==> config.mk <==
export PLATFORM = sky130hd
export DESIGN_NAME = gray_ptr_rx
export DESIGN_NICKNAME = d
export VERILOG_FILES = /design/src/rtl/gray_pkg.sv /design/src/rtl/gray_sync.sv /design/src/rtl/gray_ptr_rx.sv
export SDC_FILE = /design/constraint.sdc
export NUM_CORES = 1
export LEC_CHECK = 0
export ABC_AREA = 1
export BUFFER_PORTS_ARGS = -buffer_cell sky130_fd_sc_hd__buf_2
export CAP_MARGIN = 20
export CORE_MARGIN = 1.5
export CORE_UTILIZATION = 40
export DETAILED_ROUTE_END_ITERATION = 7
export HOLD_SLACK_MARGIN = 0.15
export MAX_ROUTING_LAYER = met4
export SYNTH_ARGS = -nofsm -noshare
export SYNTH_HDL_FRONTEND = slang
export SYNTH_SLANG_ARGS = --single-unit
export TNS_END_PERCENT = 10
==> constraint.sdc <==
create_clock -name clk -period 2.1 [get_ports clk]
set_clock_uncertainty 0.05 [all_clocks]
set_input_delay 0.21 -clock clk [delete_from_list [all_inputs] [get_ports clk]]
set_output_delay 0.21 -clock clk [all_outputs]
set_load 0.02 [all_outputs]
==> src/rtl/gray_pkg.sv <==
// Shared Gray-code helpers for the pointer-crossing converter pair.
// Functions work on a fixed-width word; callers zero-extend and size-cast back.
package gray_pkg;

  localparam int GRAY_MIN_VEC_W       = 2;
  localparam int GRAY_MIN_SYNC_STAGES = 2;
  localparam int GRAY_MAX_W           = 32;

  typedef logic [GRAY_MAX_W-1:0] gray_word_t;

  function automatic gray_word_t bin2gray(input gray_word_t b);
    return b ^ (b >> 1);
  endfunction

  // Zero-extended upper bits decode to zero, so the low bits match a narrow decode.
  function automatic gray_word_t gray2bin(input gray_word_t g);
    gray_word_t b;
    b = g;
    for (int i = GRAY_MAX_W - 2; i >= 0; i--) begin
      b[i] = b[i+1] ^ g[i];
    end
    return b;
  endfunction

  function automatic logic popcount_gt1(input gray_word_t x);
    return |(x & (x - gray_word_t'(1)));
  endfunction

  function automatic logic gray_params_legal(input int vec_w, input int stages);
    return (vec_w >= GRAY_MIN_VEC_W) && (vec_w <= GRAY_MAX_W) &&
           (stages >= GRAY_MIN_SYNC_STAGES);
  endfunction

endpackage

==> src/rtl/gray_sync.sv <==
// Multi-flop synchronizer for a Gray-coded bus arriving from a foreign clock domain.
module gray_sync #(
  parameter int W      = 4,
  parameter int STAGES = 2
) (
  input  logic         clk,
  input  logic         reset,
  input  logic [W-1:0] d,
  output logic [W-1:0] q
);

  logic [W-1:0] sync_r [STAGES];

  // Flop chain; stage 0 is the only flop that samples the asynchronous bus.
  always_ff @(posedge clk) begin
    if (reset) begin
      for (int k = 0; k < STAGES; k++) begin
        sync_r[k] <= {W{1'b0}};
      end
    end else begin
      sync_r[0] <= d;
      for (int k = 1; k < STAGES; k++) begin
        sync_r[k] <= sync_r[k-1];
      end
    end
  end

  assign q = sync_r[STAGES-1];

endmodule

==> src/rtl/gray_ptr_rx.sv <==
// Receive side of a Gray pointer crossing: synchronize, decode, report step size
// and flag any update that moved more than one bit.
module gray_ptr_rx
  import gray_pkg::*;
#(
  parameter int VEC_W       = 4,
  parameter int SYNC_STAGES = 2
) (
  input  logic             clk,
  input  logic             reset,
  input  logic [VEC_W-1:0] gray_i,
  input  logic             clr_err_i,
  output logic [VEC_W-1:0] bin_o,
  output logic [VEC_W-1:0] delta_o,
  output logic             upd_o,
  output logic             err_o
);

  logic [VEC_W-1:0] g_s;
  logic [VEC_W-1:0] prev_r;
  logic [VEC_W-1:0] bin_r;
  logic [VEC_W-1:0] delta_r;
  logic             upd_r;
  logic             err_r;

  logic [VEC_W-1:0] bin_new_s;
  logic [VEC_W-1:0] bin_old_s;
  logic [VEC_W-1:0] delta_s;
  logic             chg_s;
  logic             multi_s;
  logic             err_nxt_s;

  gray_sync #(
    .W      (VEC_W),
    .STAGES (SYNC_STAGES)
  ) u_sync (
    .clk   (clk),
    .reset (reset),
    .d     (gray_i),
    .q     (g_s)
  );

  // Decode both samples and form the modular step plus the sticky-error next state.
  always_comb begin
    bin_new_s = VEC_W'(gray2bin(gray_word_t'(g_s)));
    bin_old_s = VEC_W'(gray2bin(gray_word_t'(prev_r)));
    chg_s     = (g_s != prev_r);
    multi_s   = popcount_gt1(gray_word_t'(g_s ^ prev_r));
    delta_s   = {VEC_W{1'b0}};
    err_nxt_s = err_r;

    if (chg_s) begin
      delta_s = bin_new_s - bin_old_s;
    end else begin
      delta_s = {VEC_W{1'b0}};
    end

    // A fresh violation outranks a clear arriving on the same edge.
    if (multi_s) begin
      err_nxt_s = 1'b1;
    end else if (clr_err_i) begin
      err_nxt_s = 1'b0;
    end else begin
      err_nxt_s = err_r;
    end
  end

  // Compare stage registers; erroneous steps still update bin/delta/upd.
  always_ff @(posedge clk) begin
    if (reset) begin
      prev_r  <= {VEC_W{1'b0}};
      bin_r   <= {VEC_W{1'b0}};
      delta_r <= {VEC_W{1'b0}};
      upd_r   <= 1'b0;
      err_r   <= 1'b0;
    end else begin
      prev_r  <= g_s;
      bin_r   <= bin_new_s;
      delta_r <= delta_s;
      upd_r   <= chg_s;
      err_r   <= err_nxt_s;
    end
  end

  assign bin_o   = bin_r;
  assign delta_o = delta_r;
  assign upd_o   = upd_r;
  assign err_o   = err_r;

endmodule

### Yosys cells after proc, flatten, opt, wreduce, memory -nomap -nowiden

Memories as Yosys holds them, arrays and structs flattened.
Cells that the tools add are included.

| cells by class | value |
|---|---|
| bitwise logic cells | 11 |
| shift operators | 0 |
| divide/modulo/power cells | 0 |
| reductions and logical operators | 3 |
| equal/unequal tests | 1 |
| muxes and demuxes | 7 |
| $mul | 0 |
| add/sub/neg operators | 2 |
| magnitude comparators | 0 |

Operator list:

| operator | number |
|---|---|
| 4-bit by 32-bit AND with 32-bit output | 1 |
| 32-bit OR reduction | 1 |
| 4-bit 2-to-1 mux | 2 |
| 1-bit bitwise XOR | 6 |
| 1-bit 2-to-1 mux | 5 |
| 4-bit by 1-bit subtractor with 5-bit output, second input constant | 1 |
| 4-bit != test | 1 |
| 4-bit subtractor | 1 |
| 4-bit bitwise XOR | 1 |
| 1-bit OR | 2 |
| 2-bit nonzero test | 1 |
| 2-bit OR reduction | 1 |
| 1-bit NOT | 1 |

| word-level totals | value |
|---|---|
| latch bits | 0 |
| memory bits (writable) | 8 |
| memory bits (read-only) | 0 |
| register bits | 14 |
| word-level logic and storage cells | 30 |
| memories | 1 |

Memories:

| memory | depth | width | rd ports | clocked after Yosys merged registers in | write ports | line | text |
|---|---|---|---|---|---|---|---|
| u_sync.sync_r | 2 | 4 | 2 | 0 | 2 | gray_sync.sv:12 | `logic [W-1:0] sync_r [STAGES];` |

### Depth between registers and ports, before layout

Gate-level depths: netlist (run 1).

| depth | value |
|---|---|
| depth after elaboration | 5 |
| gate-level depth with buffers | 13 |

### By module

A second synthesis (run 1) with hierarchy kept.

| unflattened totals | value |
|---|---|
| cell total of the unflattened synthesis | 124 |
| area, all modules | 977.2 µm² |

Modules (own cells, without submodules):

| module | times used | cells each | seq. area each (µm²) | area each (µm²) |
|---|---|---|---|---|
| gray_ptr_rx | 1 | 95 | 260.2 | 715.7 |
| gray_sync | 1 | 29 | 160.2 | 261.5 |

### Worst setup path before layout (run 1)

Ideal clock, no wire load.

| timing path | value |
|---|---|
| kind | flip-flop to flip-flop |
| start point | memory u_sync.sync_r[1][3], in the netlist u_sync.sync_r[0][7] |
| end point | register delta_r[2], in the netlist delta_o[2] |
| setup time | 0.064 ns |
| path slack | 0.363 ns |
| buffers on the path | 0 |
| cell stages (with the launch flop) | 13 |
| required time | 1.986 ns |
| period minus slack after synthesis | 1.737 ns |
| arrival time | 1.623 ns |
| path through | dfxtp_1 -> inv_2 -> nand2_2 -> nand3_1 -> nand2_4 -> xor2_1 -> ha_1 -> inv_1 -> ha_1 -> a21oi_2 -> xor2_1 -> inv_1 -> nor2_1 |

RTL lines:

| what | line | text |
|---|---|---|
| start: declaration | gray_sync.sv:12 |  |
| end signal: assignment | gray_ptr_rx.sv:73 | `delta_r <= {VEC_W{1'b0}};` |
| end signal: assignment | gray_ptr_rx.sv:79 | `delta_r <= delta_s;` |
| end: declaration | gray_ptr_rx.sv:22 | `logic [VEC_W-1:0] delta_r;` |

==> impl_metrics.toml, run 1 <==
[sta]
fin_crit_ns = 1.894
relSlewSlack_pct = 75.45
setup_tns_ns = 0
period_share_pct = 90.17
drv_slew = 0
rsz0062_at_grt = "false"
setup_ws_ns = 0.2063
worst_slew_pin_slew_ns = 0.3656
setup_viol = 0
max_freq_mhz = 528.1
hold_viol_final = 0

[logic_synthesis]
synth_cell_types = 20
ys_warn_count = 0
ys_ff_latch = 21
synth_top_family_by_area = "simple AND/OR/NAND/NOR gates"
synthAdderAreaFrac_pct = 2.762
syn_area_um2 = 905.9
syn_inst = 118
synth_compound_area_share_pct = 4.696
yosys.area_share.xor_xnor_pct = 6.768
synthesis.nets = 127
syn_area_per_cell_um2 = 7.677
synth-seq-area-share_pct = 46.41
muxShareOfSynthArea_pct = 0
yosys.area_share.simple_pct = 27.76

[floorplan]
fp.dieW_um = 50.59
core-area_um2 = 2170
die_h_um = 50.59
io_pins = 17
row_count = 17
start_util_pct = 41.75
die-area_um2 = 2559

[clock_tree]
post_cts_buffers = 0
root_buffer = "clkbuf_4"
htreeDepth = 1
clk_pin_slew_ns = 0.12
cts-buffers-inserted = 3
cts_tree = "done"
clock_latency_ns = 0.30
numClockSinks = 21
cts_buffer_depth = 2

[global_route]
antenna_found_initial = 0
grt_overflow = 0
grt_usage_pct = 12.80
grt_pass1_wl_um = 2366
grt_max_degree = 17
grt_pass1_vias = 616

[setup_path]
arrival_ns = 2.09
worst_r2r_path_depth = 12
cp-end-kind = "register"
crit_fanout = 4
criticalPathCategory = "reg -> reg"
required_ns = 2.30
cp-start-kind = "register"

[place]
place_hpwl_um = 1096
port-buffer-count = 16
globalplace.congestion = 0.8255
place_ws_ns = 0.2023

[drt]
ant_nets = 0
first_pass_iters = 3
drcViolationCount = 0
wl_per_cell_um = 8.281
drt_iter0_markers = 7
via_per_inst = 4.228
vias = 706
routed_wl_um = 1383

[cells_and_area]
final_net_count = 149
diodes = 0
post-route-util_pct = 49.65
drive_gt1_share_pct = 28.78
fillers = 236
syn2layout_area_growth_pct = 18.92
final_cell_mix = "20 x inv_1, 20 x nand2_1, 20 x dfxtp_1, 19 x nor2_1, 16 x buf_2"

[min_path]
hold_path_depth = 2
min_path_type = "in -> reg"

[pwr]
powerDensity_nw_per_um2 = 721.8
ir_drop_mv = 0.4632
p_leak_nw = 0.5502

[flow_run]
cap_violations = 0

[run_status]
status = "completed"
layer usage:
metal / GRT usage, % / routed length [µm]
met5: - / 0
met4: 5.405 / 9
met3: 5.357 / 63
met2: 22.15 / 690
met1: 12.57 / 619
where the power goes:
part	total [mW]	switching, mW	internal (mW)
logic	0.152	0.0914	0.0604
clock network	0.193	0.121	0.0726
registers	0.433	0.00969	0.423
per-stage QoR:
stage / cell area, µm² / std cells / total power, mW / hold WS, ns
global placement: 1006 / 159 / 0.5865 / 0.3405
detailed placement: 1006 / 159 / 0.5904 / 0.3442
floorplan: 905.9 / 118 / 0.5554 / 0.2670
CTS: 1076 / 167 / 0.7934 / 0.1861
global route: 1077 / 167 / 0.8249 / 0.1939
finish: 1077 / 167 / 0.7776 / 0.1921
synth_stat cells:
library cell	count	area share, %
o22ai_1	1	0.69
ha_1	2	2.8
xnor2_1	5	4.8
dfxtp_1	21	46
nand3_2	1	1.1
o21ai_2	1	0.97
buf_4	1	0.83
inv_2	4	1.7
nand3_1	4	2.2
inv_1	20	8.3
a21oi_1	1	0.55
nand2_1	20	8.3
clkbuf_1	2	0.83
a21oi_2	2	1.9
nor2_1	19	7.9
and2_2	1	0.83
xor2_1	2	1.9
o21ai_0	1	0.55
nand2_2	9	6.2
nand2_4	1	1.2
what timing repair did:
| action | 4_1_cts | 5_1_grt |
|---|---|---|
| endpoints found under the hold margin | 4 | 0 |
| hold buffers | 4 | 0 |
| setup endpoints to repair | 0 | 1 |
| gates resized for setup | 0 | 1 |
flip-flops by register name (all words and copies together) (netlist names):
signal         count
delta_o            4
u_sync.sync_r      8
prev_r             4
upd_o              1
bin_o              3
err_o              1
final cells by class:
cell class / count / area (µm²) / area share (%)
clock buffers: 3 / 22.52 / 2.091
clock inverters: 1 / 7.507 / 0.6969
inverters: 24 / 90.09 / 8.362
multi-input cells: 70 / 380.4 / 35.31
flip-flops and latches: 21 / 421.7 / 39.14
well taps: 28 / 35.03 / 3.252
repair buffers: 20 / 120.1 / 11.15
path summary, 6_finish.rpt:
path / from / end / slack [ns]
max: u_sync.sync_r[0][7]$_SDFF_PP0_ / delta_o[2]$_SDFF_PP0_ / 0.21
max reg2reg: u_sync.sync_r[0][7]$_SDFF_PP0_ / delta_o[2]$_SDFF_PP0_ / 0.21
min: reset / u_sync.sync_r[0][5]$_SDFF_PP0_ / 0.19
min reg2reg: u_sync.sync_r[0][3]$_SDFF_PP0_ / u_sync.sync_r[0][7]$_SDFF_PP0_ / 0.36
cells by family (layout without fill, tap and decap cells):
logic type      after synthesis  in the layout
simple gates                 55             55
fa+ha+maj                     2              2
compound gates                6              6
buf+inv                      27             48
flops                        21             21
xor+xnor                      7              7
critical path, stage by stage (launching register included):
cell and delay [ns]:
dfxtp_1 0.41, nand2_1 0.10, nand2_2 0.11, nand2_2 0.07, nand2_4 0.08, xor2_1 0.19, ha_1 0.20, inv_1 0.05
ha_1 0.18, a21oi_2 0.12, xor2_1 0.15, inv_1 0.05, nor2_1 0.07
Note: power is estimated with default switching activity, not from simulation.
==> inputs of run 2 (changes only) <==
CORE_UTILIZATION = 35   (was 40)
==> run 2 against run 1 <==
  * Combinational power hardly changed
  * Hold slack gained 0.0036 ns
  * Wire length fell by 2.2%
  * Register-to-register slack better by 0.04 ns
  * Critical endpoint unchanged
  * Largest power group unchanged
==> impl_metrics.toml, run 2 (synthesis gave the netlist of run 1 again) <==
[cells_and_area]
diodes = 0
post-route-util_pct = 44.04
largest_reg_flops = 8
final_area_um2 = 1081
final_cell_mix = "20 x inv_1, 20 x nand2_1, 19 x nor2_1, 19 x dfxtp_1, 16 x buf_2"
syn2layout_area_growth_pct = 19.34
fin_cells = 169
fillers = 248
top_register = "u_sync.sync_r"
final_net_count = 149
drive_gt1_share_pct = 29.50

[pwr]
p_int_mw = 0.5557
power_mw = 0.7795
p_clk_share_pct = 25.1
p_leak_nw = 0.5506
powerDensity_nw_per_um2 = 721.1
combPwrFrac_pct = 19.4
power.switching_mw = 0.2238
swShare_pct = 28.72
ir_drop_mv = 0.5897
pwr-share-seq_pct = 55.5

[sta]
worst_slew_pin_slew_ns = 0.3675
period_share_pct = 88.03
fin_crit_ns = 1.849
relSlewSlack_pct = 75.32
setup_ws_ns = 0.2513
max_freq_mhz = 540.9
setup_viol = 0
hold_viol_final = 0
setup_tns_ns = 0
drv_slew = 0
holdWs_ns = 0.1957
rsz0062_at_grt = "false"

[run_status]
status = "completed"

[floorplan]
row_count = 18
die-area_um2 = 2903
start_util_pct = 36.90
die_h_um = 53.88
io_pins = 17
core-area_um2 = 2455
fp.dieW_um = 53.88

[place]
port-buffer-count = 16
dp_cells = 161
globalplace.congestion = 0.8626
place_ws_ns = 0.2395
place_area_um2 = 1008
place_hpwl_um = 1056

[global_route]
grt_max_degree = 17
antenna_found_initial = 0
grt_pass1_vias = 575
grt_usage_pct = 11.38
grt_pass1_wl_um = 2249
grt_overflow = 0

[setup_path]
cp-end-kind = "register"
crit_fanout = 5
criticalPathCategory = "reg -> reg"
arrival_ns = 2.05
r2r_slack_ns = 0.25
required_ns = 2.30
worst_r2r_path_depth = 12
cp-start-kind = "register"
rr_startpoint = "prev_r[3]$_SDFF_PP0_"
rr_endpoint = "delta_o[2]$_SDFF_PP0_"

[drt]
vias = 712
via_per_inst = 4.213
routed_wl_um = 1353
drcViolationCount = 0
first_pass_iters = 4
drt_iter0_markers = 12
wl_per_cell_um = 8.006
ant_nets = 0

[clock_tree]
htreeDepth = 1
numClockSinks = 21
clock_latency_ns = 0.30
cts_tree = "done"
root_buffer = "clkbuf_4"
cts_buffer_depth = 2
cts-buffers-inserted = 3
clk_pin_slew_ns = 0.12

[min_path]
min_path_type = "in -> reg"
worstHoldStart = "reset"
whs_endpoint = "u_sync.sync_r[0][0]$_SDFF_PP0_"
hold_path_depth = 2

[flow_run]
cap_violations = 0
## run 2: cell counts in the layout (fill, tap and decap cells not counted)
No cell type changed its count.
## run 2: area by class of cell
type	count	area [µm²]	share of cell area, %
sequential	21	422.9	39.12
multi-input combinational	70	380.4	35.19
timing repair buffer	20	120.1	11.11
inverter	24	90.09	8.333
tap	30	37.54	3.472
clock buffer	3	22.52	2.083
clock inverter	1	7.507	0.6944
## run 2: power by group through the flow
stage / Clock, mW / Combinational, mW / Sequential (mW)
floorplan: 0 / 0.0936 / 0.462
global placement: 0 / 0.145 / 0.441
detailed placement: 0 / 0.147 / 0.442
CTS: 0.207 / 0.154 / 0.433
global route: 0.226 / 0.172 / 0.436
finish: 0.196 / 0.151 / 0.433
## run 2: how the worst max path moves through the flow
stage	startpoint	endpoint
after floorplan	u_sync.sync_r[0][7]$_SDFF_PP0_	delta_o[2]$_SDFF_PP0_
after global placement	u_sync.sync_r[0][7]$_SDFF_PP0_	delta_o[2]$_SDFF_PP0_
after detailed placement	u_sync.sync_r[0][7]$_SDFF_PP0_	delta_o[2]$_SDFF_PP0_
after CTS	u_sync.sync_r[0][7]$_SDFF_PP0_	delta_o[2]$_SDFF_PP0_
after global routing	prev_r[2]$_SDFF_PP0_	delta_o[2]$_SDFF_PP0_
final	prev_r[3]$_SDFF_PP0_	delta_o[2]$_SDFF_PP0_
## run 2: per-layer routing
metal	share of wire (%)	GRT usage, %	up-vias
met5	0	-	-
met4	0.96	2.564	0
met3	6.5	5.833	2
met2	48	19.11	18
met1	44	11.82	300
li1	-	-	392
## run 2: critical path: stages (launching register included)
cell     delay [ns]
dfxtp_1        0.42
inv_1          0.10
nand2_2        0.09
nand3_2        0.06
nand2_2        0.14
xnor2_1        0.13
ha_1           0.18
inv_1          0.05
ha_1           0.18
a21oi_2        0.12
xor2_1         0.16
inv_1          0.05
nor2_1         0.07
## run 2: repair_timing
item	CTS	global route
resized for setup	0	2
hold buffers	4	0
setup endpoints to repair	0	1
buffers inserted	0	0
endpoints found under the hold margin	4	0
